$ cat src/rtl/vga_pkg.sv
`default_nettype none
// ============================================================================
//  Module   : vga_pkg
//  Purpose  : 640x480@60 raster timing constants, derived totals, coordinate
//             width, sync polarity and the registered output bundle type.
//  Revision : 1.0  initial release
// ============================================================================
package vga_pkg;

   // Horizontal timing in pixels
   localparam int VGA_H_ACTIVE = 640;
   localparam int VGA_H_FP     = 16;
   localparam int VGA_H_SYNC   = 96;
   localparam int VGA_H_BP     = 48;

   // Vertical timing in lines
   localparam int VGA_V_ACTIVE = 480;
   localparam int VGA_V_FP     = 10;
   localparam int VGA_V_SYNC   = 2;
   localparam int VGA_V_BP     = 33;

   localparam int VGA_H_TOTAL = VGA_H_ACTIVE + VGA_H_FP + VGA_H_SYNC + VGA_H_BP;
   localparam int VGA_V_TOTAL = VGA_V_ACTIVE + VGA_V_FP + VGA_V_SYNC + VGA_V_BP;

   // Both totals must stay at or below 1024 to fit the coordinate width
   localparam int COORD_W = 10;

   // 1 = sync pulses are driven low
   localparam int VGA_SYNC_ACTIVE_LOW = 1;

   // Everything the timing generator drives, registered together
   typedef struct packed {
      logic               hsync;
      logic               vsync;
      logic               display_enable;
      logic               line_start;
      logic               frame_start;
      logic [COORD_W-1:0] pixel_x;
      logic [COORD_W-1:0] pixel_y;
   } vga_out_t;

   // Output bundle with syncs at their idle level and everything else low
   function automatic vga_out_t vga_idle(input logic sync_idle);
      vga_out_t o;
      o       = '0;
      o.hsync = sync_idle;
      o.vsync = sync_idle;
      return o;
   endfunction

endpackage
`default_nettype wire

$ cat src/rtl/vga_timing_generator_axis.sv
`default_nettype none
// ============================================================================
//  Module   : vga_axis_counter
//  Purpose  : One raster axis: wrapping position counter plus active-region
//             and sync-window decode of the current count.
//  Revision : 1.0  initial release
// ============================================================================
module vga_axis_counter
   import vga_pkg::*;
#(
   parameter int ACTIVE = 640,
   parameter int FP     = 16,
   parameter int SYNC   = 96,
   parameter int BP     = 48
)(
   input  logic               clk,
   input  logic               reset,
   input  logic               inc,
   output logic [COORD_W-1:0] cnt,
   output logic               wrap,
   output logic               active,
   output logic               sync_window
);

   localparam int c_total      = ACTIVE + FP + SYNC + BP;
   localparam int c_sync_start = ACTIVE + FP;
   localparam int c_sync_end   = ACTIVE + FP + SYNC;

   logic [COORD_W-1:0] r_cnt;

   // Position counter: advances on inc, returns to 0 after the last position
   always_ff @(posedge clk or posedge reset) begin
      if (reset) begin
         r_cnt <= '0;
      end else if (inc) begin
         r_cnt <= wrap ? '0 : r_cnt + COORD_W'(1);
      end
   end

   // wrap flags the last position so the next increment returns to zero
   assign cnt         = r_cnt;
   assign wrap        = (int'(r_cnt) == c_total - 1);
   assign active      = (int'(r_cnt) < ACTIVE);
   assign sync_window = (int'(r_cnt) >= c_sync_start) && (int'(r_cnt) < c_sync_end);

endmodule
`default_nettype wire

$ cat src/rtl/vga_timing_generator.sv
`default_nettype none
// ============================================================================
//  Module   : vga_timing_generator
//  Purpose  : Raster timing source: h/v counters (stage A) decoded into a
//             single register bank (stage B) of syncs, enable, coordinates
//             and line/frame start pulses, all mutually aligned.
//  Revision : 1.0  initial release
// ============================================================================
module vga_timing_generator
   import vga_pkg::*;
#(
   parameter int H_ACTIVE        = VGA_H_ACTIVE,
   parameter int H_FP            = VGA_H_FP,
   parameter int H_SYNC          = VGA_H_SYNC,
   parameter int H_BP            = VGA_H_BP,
   parameter int V_ACTIVE        = VGA_V_ACTIVE,
   parameter int V_FP            = VGA_V_FP,
   parameter int V_SYNC          = VGA_V_SYNC,
   parameter int V_BP            = VGA_V_BP,
   parameter int SYNC_ACTIVE_LOW = VGA_SYNC_ACTIVE_LOW
)(
   input  logic               pixel_clk,
   input  logic               reset,
   input  logic               pixel_ce,
   output logic               hsync,
   output logic               vsync,
   output logic               display_enable,
   output logic [COORD_W-1:0] pixel_x,
   output logic [COORD_W-1:0] pixel_y,
   output logic               line_start,
   output logic               frame_start
);

   // Level the sync pins sit at outside their pulse windows
   localparam logic c_sync_idle = (SYNC_ACTIVE_LOW != 0);

   logic [COORD_W-1:0] w_h_cnt;
   logic [COORD_W-1:0] w_v_cnt;
   logic               w_h_wrap;
   logic               w_h_active;
   logic               w_h_sync;
   logic               w_v_inc;
   logic               w_v_active;
   logic               w_v_sync;
   logic               w_v_wrap_unused;
   vga_out_t           w_next;
   vga_out_t           r_out;

   // The vertical axis steps once per line, on the enabled edge that ends it
   assign w_v_inc = w_h_wrap & pixel_ce;

   vga_axis_counter #(
      .ACTIVE (H_ACTIVE),
      .FP     (H_FP),
      .SYNC   (H_SYNC),
      .BP     (H_BP)
   ) u_h_axis (
      .clk         (pixel_clk),
      .reset       (reset),
      .inc         (pixel_ce),
      .cnt         (w_h_cnt),
      .wrap        (w_h_wrap),
      .active      (w_h_active),
      .sync_window (w_h_sync)
   );

   vga_axis_counter #(
      .ACTIVE (V_ACTIVE),
      .FP     (V_FP),
      .SYNC   (V_SYNC),
      .BP     (V_BP)
   ) u_v_axis (
      .clk         (pixel_clk),
      .reset       (reset),
      .inc         (w_v_inc),
      .cnt         (w_v_cnt),
      .wrap        (w_v_wrap_unused),
      .active      (w_v_active),
      .sync_window (w_v_sync)
   );

   // Decode the current counter position into the next output bundle
   always_comb begin
      w_next                = vga_idle(c_sync_idle);
      w_next.hsync          = w_h_sync ^ c_sync_idle;
      w_next.vsync          = w_v_sync ^ c_sync_idle;
      w_next.display_enable = w_h_active & w_v_active;
      w_next.line_start     = (w_h_cnt == '0);
      w_next.frame_start    = (w_h_cnt == '0) && (w_v_cnt == '0);
      w_next.pixel_x        = w_h_cnt;
      w_next.pixel_y        = w_v_cnt;
   end

   // Output register bank: loads only on enabled edges, so pulses last one ce period
   always_ff @(posedge pixel_clk or posedge reset) begin
      if (reset) begin
         r_out <= vga_idle(c_sync_idle);
      end else if (pixel_ce) begin
         r_out <= w_next;
      end
   end

   assign hsync          = r_out.hsync;
   assign vsync          = r_out.vsync;
   assign display_enable = r_out.display_enable;
   assign pixel_x        = r_out.pixel_x;
   assign pixel_y        = r_out.pixel_y;
   assign line_start     = r_out.line_start;
   assign frame_start    = r_out.frame_start;

endmodule
`default_nettype wire

$ cat config.mk
export PLATFORM = sky130hd
export DESIGN_NAME = vga_timing_generator
export DESIGN_NICKNAME = d
export VERILOG_FILES = /design/src/rtl/vga_pkg.sv /design/src/rtl/vga_timing_generator_axis.sv /design/src/rtl/vga_timing_generator.sv
export SDC_FILE = /design/constraint.sdc
export NUM_CORES = 1
export LEC_CHECK = 0
export CORE_MARGIN = 4
export CORE_UTILIZATION = 25
export CTS_BUF_LIST = sky130_fd_sc_hd__clkbuf_8
export DETAILED_ROUTE_END_ITERATION = 7
export PLACE_DENSITY = 0.5
export SLEW_MARGIN = 0
export SYNTH_ARGS = -nofsm -noshare
export SYNTH_HDL_FRONTEND = slang
export SYNTH_SLANG_ARGS = --single-unit
$ cat constraint.sdc
create_clock -name pixel_clk -period 2.7 [get_ports pixel_clk]
set_input_delay 0.81 -clock pixel_clk [delete_from_list [all_inputs] [get_ports pixel_clk]]
set_output_delay 0.81 -clock pixel_clk [all_outputs]
set_load 0.03 [all_outputs]
### Word level (Yosys, flattened, before mapping)

Cells that the tools add are included.

* logic and storage cells: 30
* input port bits: 3
* flip-flop bits (word level): 45
* output and inout bits: 25

* equality and inequality tests: 2
* multiplexer cells: 2
* add/subtract/negate cells: 2
* bitwise gates (word level): 4
* reductions and logical operators: 5
* magnitude comparators: 6

Operators by type and width (count)
* $add A10 B1 Y10 const B: 2
* $logic_not A10 Y1: 2
* $lt A10 B10 Y1 const B: 2
* $lt A10 B9 Y1 const B: 2
* $mux W10: 2
* $eq A10 B10 Y1 const B: 1
* $eq A10 B9 Y1 const B: 1
* $ge A10 B10 Y1 const B: 1
* $ge A10 B9 Y1 const B: 1
* $logic_and A1 B1 Y1: 3
* $and A1 B1 Y1: 2
* $not A1 Y1: 2

### Logic depth before layout (Yosys ltp)

Gate-level depths: netlist of run 1.

* word-level depth: 3
* gate-level depth with buffers: 6
* depth with buffers taken out: 6

### By module

Synthesis of run 1 repeated with hierarchy kept, for this count alone.

* cell total of the unflattened synthesis: 190
* area total of the unflattened synthesis: 2154.6 um^2

Modules (own cells, without submodules)
* vga_timing_generator: cells each 69, seq. area each 628.1 um^2, instances 1, area an instance 1016.0 um^2
* vga_axis_counter at u_v_axis: cells each 61, seq. area each 250.2 um^2, instances 1, area an instance 575.6 um^2
* vga_axis_counter at u_h_axis: cells each 60, seq. area each 250.2 um^2, instances 1, area an instance 563.0 um^2

### Least setup slack after synthesis of run 1

OpenSTA, ideal clock, no wires.

* kind: input -> register
* start: in pixel_ce
* end: reg u_v_axis.r_cnt[3] (netlist: u_v_axis.cnt[3])
* path buffers: 1
* data arrival time: 2123 ps
* path slack: 453 ps
* cell stages on the path: 4
* setup time: 124 ps
* data required time: 2576 ps
* cell sequence: buf_2 or4b_4 or3_4 a211o_1

* word-level cells in the longest chain between the ends: 1

Ends and longest elaborated chain
* start: declaration: RTL line vga_timing_generator.sv:24 `input logic pixel_ce,`
* $and A1 B1 Y1: RTL line vga_timing_generator.sv:50 `assign w_v_inc = w_h_wrap & pixel_ce;`
* end signal: assignment: RTL line vga_timing_generator_axis.sv:36 `r_cnt <= wrap ? '0 : r_cnt + COORD_W'(1);`
* end: declaration: RTL line vga_timing_generator_axis.sv:29 `logic [COORD_W-1:0] r_cnt;`

No other way between the ends.
A chain may end at the register's enable or synchronous reset.

### Worst setup path after layout of run 1

* start: reg r_out (netlist bit hsync)
* end: out hsync

RTL lines
* start: declaration: RTL line vga_timing_generator.sv:47 `vga_out_t r_out;`
* start signal: assignment: RTL line vga_timing_generator.sv:97 `r_out <= vga_idle(c_sync_idle);`
* start signal: assignment: RTL line vga_timing_generator.sv:99 `r_out <= w_next;`
* end: declaration: RTL line vga_timing_generator.sv:25 `output logic hsync,`

No word-level cell between the ends.

==> results.md, run 1 <==
* Result of the run: complete, no violations
* Antenna violations before repair at 0
* Ys flop type: sky130_fd_sc_hd__dfrtp_1
* Post-CTS Setup Inserts at 0
* Router iterations before antenna repair at 4
* Nets@finish at roughly 220
* Clock tree from TritonCTS: done
* Worst path bufs/invs at 1
* Number of buffer cells added on primary ports at 27
* Net count after synthesis at 186
* Via Count at 1,430
* Area contributors post-synth: sky130_fd_sc_hd__dfrtp_1, sky130_fd_sc_hd__mux2_2, sky130_fd_sc_hd__xnor2_1
* Total grt overflow at 0
* Final Skew at approximately 6 ps
* Count of warnings emitted by yosys at 0
* # Max-Cap Violations at 0
* Area of placed instances at between 2000 and 2500 sq um
* Yosys reg bits at 45
* Class of the tightest hold or removal check: register to register
* Hold violation count in the final report at 0
* Utilization of the core after routing at 0.326
* Delay of the slowest cell on the worst path at 660 ps
* Worst max-slew margin expressed relative to the limit at 0.771
* Unique masters post-synth at 39
* Delay-heaviest family, CP: buffers and inverters
* H-tree Lvls at 2
* Aggregate global-route resource usage at 0.0937
* Power Density at roughly 670 nW/um^2
* Global-route wire length before repair at 7380 um
* Number of vias per cell at about 4.6
* Final number of setup-violating endpoints at 0
* Largest net degree at the start of global routing at 46
* Cell with the most instances after synthesis: sky130_fd_sc_hd__dfrtp_1
* Source-to-sink clock delay at the later pin of the worst-skew pair at 300 ps
* Cell area after synthesis at 2060 sq um
* Drt first-iter violations at 36
* Remaining number of nets flagged by the antenna check after routing at 0
* Post-Place Setup Slack at between 90 and 100 ps
* Minimum clock period at about 2300 ps
* Average cell area after synthesis at 11.5 sq um
* Row Count at 32
* Hold buffers post-CTS at 0
* Core footprint at 7850 sq um
* DRC at 0
* Fraction of layout instances using a drive strength above 1 at 0.186
* Effective utilization at floorplan at 0.262
* Maximum fanout along the worst path at 2
* Area Overhead vs Synth at 24.4%
* Routed wire length at 4220 um
* Kind of capture point of the worst setup path: output port
* Final non-filler cell area at 2560 sq um
* Post-route fraction of the period consumed by the critical path at 0.853
* Via count of the first global-routing pass at 1,488
* Cell chain of the critical path: clkdlybuf4s50_1
* Detailed Place HPWL at 2970 um
* Die X-Extent at 98.7 um
* Sinks on the clock net at 45
* Buffers from clock root to sink, at most at 2
* Number of clock buffers inserted by TritonCTS at 5
* Yosys top cell area share at 0.523
* Critical setup path kind: register to output port
* Post-synth EDFFs at 0
* Worst-Margin Slew at 340 ps
* Wire per inst at 13.5 um
* Cell with the biggest individual delay on the critical path: sky130_fd_sc_hd__clkdlybuf4s50_1
* Arrival time of data at the critical path endpoint at ~1500 ps
* Clock transition at the register clock pins on the worst setup and hold paths after CTS at 90 ps
* Part of the Yosys area used for sequential elements at 0.548
* Top cell type by total area after synthesis: sky130_fd_sc_hd__dfrtp_1
* Final Worst Setup Slack at 396 ps
* Slew Viols, Final at 0
* Required time of the critical path at 1890 ps
* Post-Synthesis Cells at roughly 180
* Final weighted congestion of routability-driven global placement at around 0.83
* Worst IR drop on VDD at 0.313 mV
* Critical Path Source Type: register
* Achievable frequency at ~430 MHz
* Clock root cell: sky130_fd_sc_hd__clkbuf_8
* Total Die Area at 9750 sq um
* Boundary pin count at 28
* Die extent in y at ~99 um
* Antenna cells at 0
* Async SR Flop Fraction at 1.00
* Setup repair after global routing missed its margin: false
* Setup TNS Final at 0 ps
* Resized cells post-CTS at 0
* Leakage at 0.00109 uW
* Most numerous cell types in the synthesized netlist: sky130_fd_sc_hd__dfrtp_1, sky130_fd_sc_hd__mux2_2, sky130_fd_sc_hd__inv_1, sky130_fd_sc_hd__nand3_1, sky130_fd_sc_hd__nand2_1
-- cell type report --
type / count / area [sq um]
clock buffer: 7 / 96.3
clock inverter: 1 / 5.00
fill: 828 / 5290
inverter: 10 / 37.5
multi-input combinational: 115 / 845
sequential: 45 / 1130
tap: 102 / 128
timing repair buffer: 32 / 320
-- kinds of logic after synthesis --
logic type	Yosys count	share of synthesized area
AO/OA/AOI/OAI	19	0.0523
flip-flops	45	0.548
buffers and inverters	19	0.0413
multiplexers	21	0.114
adder cells (fa/ha/maj)	4	0.0243
XOR/XNOR	11	0.0468
AND/OR/NAND/NOR	60	0.173
-- power breakdown --
part / internal, uW / switching [uW] / total [uW] / leakage, uW
sequential: 761 / 102 / 863 / 0.000574
clock: 232 / 228 / 460 / 0.0000542
combinational: 182 / 215 / 397 / 0.000460
total: 1170 / 545 / 1720 / 0.00109
-- final timing paths --
| check | startpoint | end | slack [ps] | cells after the start |
|---|---|---|---|---|
| worst min register to register | vsync | vsync | 490 | 2 |
| max in group asynchronous | reset | vsync | 1570 | 3 |
| worst max register to register | u_h_axis.cnt[5] | u_v_axis.cnt[3] | 830 | 3 |
| worst min-delay path | vsync | vsync | 490 | 2 |
| worst max-delay path | hsync | hsync | 400 | 1 |
| min in group asynchronous | reset | pixel_x[3] | 850 | 3 |
-- layer usage --
layer / track usage / vias up / part of all wire
met5: 0 / - / 0
met4: 0.0284 / 0 / 0.0088
met3: 0.0262 / 5 / 0.032
met2: 0.148 / 20 / 0.47
met1: 0.125 / 714 / 0.49
li1: - / 691 / -
-- layout by cell type, fill, tap and decap left out, drive strengths merged, types with 2 or more instances in the layout --
cell | synthesis | layout
nor2 | 7 | 7
clkinv | 0 | 2
inv | 10 | 9
and3 | 4 | 4
a21oi | 3 | 3
or3 | 2 | 2
xor2 | 4 | 4
dfrtp | 43 | 43
o21ai | 10 | 10
mux2 | 20 | 20
nand2 | 9 | 9
xnor2 | 7 | 7
a31oi | 2 | 2
dfstp | 2 | 2
buf | 6 | 5
nor3 | 7 | 7
nor2b | 2 | 2
clkbuf | 3 | 7
o22ai | 2 | 2
nand3 | 10 | 10
nand4 | 8 | 8
ha | 4 | 4
nor4 | 5 | 5
clkdlybuf4s50 | 0 | 27
-- state kept, by name, indices dropped and copies added (netlist names) --
register,count
u_v_axis.cnt,10
display_enable,1
vsync,1
u_h_axis.cnt,10
frame_start,1
line_start,1
hsync,1
pixel_x,10
pixel_y,10
-- per-stage QoR --
| step | instances | hold slack (ps) | total power (uW) |
|---|---|---|---|
| floorplan | 179 | 482 | 1130 |
| detailed placement | 304 | 480 | 1280 |
| global route | 312 | 513 | 1830 |
| CTS | 312 | 492 | 1750 |
| global placement | 304 | 484 | 1280 |
| finish | 312 | 487 | 1720 |
Note: power is estimated with default switching activity, not from simulation.
==> inputs of run 2 (changes only) <==
--- a/config.mk
+++ b/config.mk
@@ -10,6 +10,7 @@
 export CTS_BUF_LIST = sky130_fd_sc_hd__clkbuf_8
 export DETAILED_ROUTE_END_ITERATION = 7
 export PLACE_DENSITY = 0.5
+export SETUP_SLACK_MARGIN = 0.2
 export SLEW_MARGIN = 0
 export SYNTH_ARGS = -nofsm -noshare
 export SYNTH_HDL_FRONTEND = slang
==> results of run 2 <==
Same layout as run 1: the final DEF is identical, and so are final timing and power.
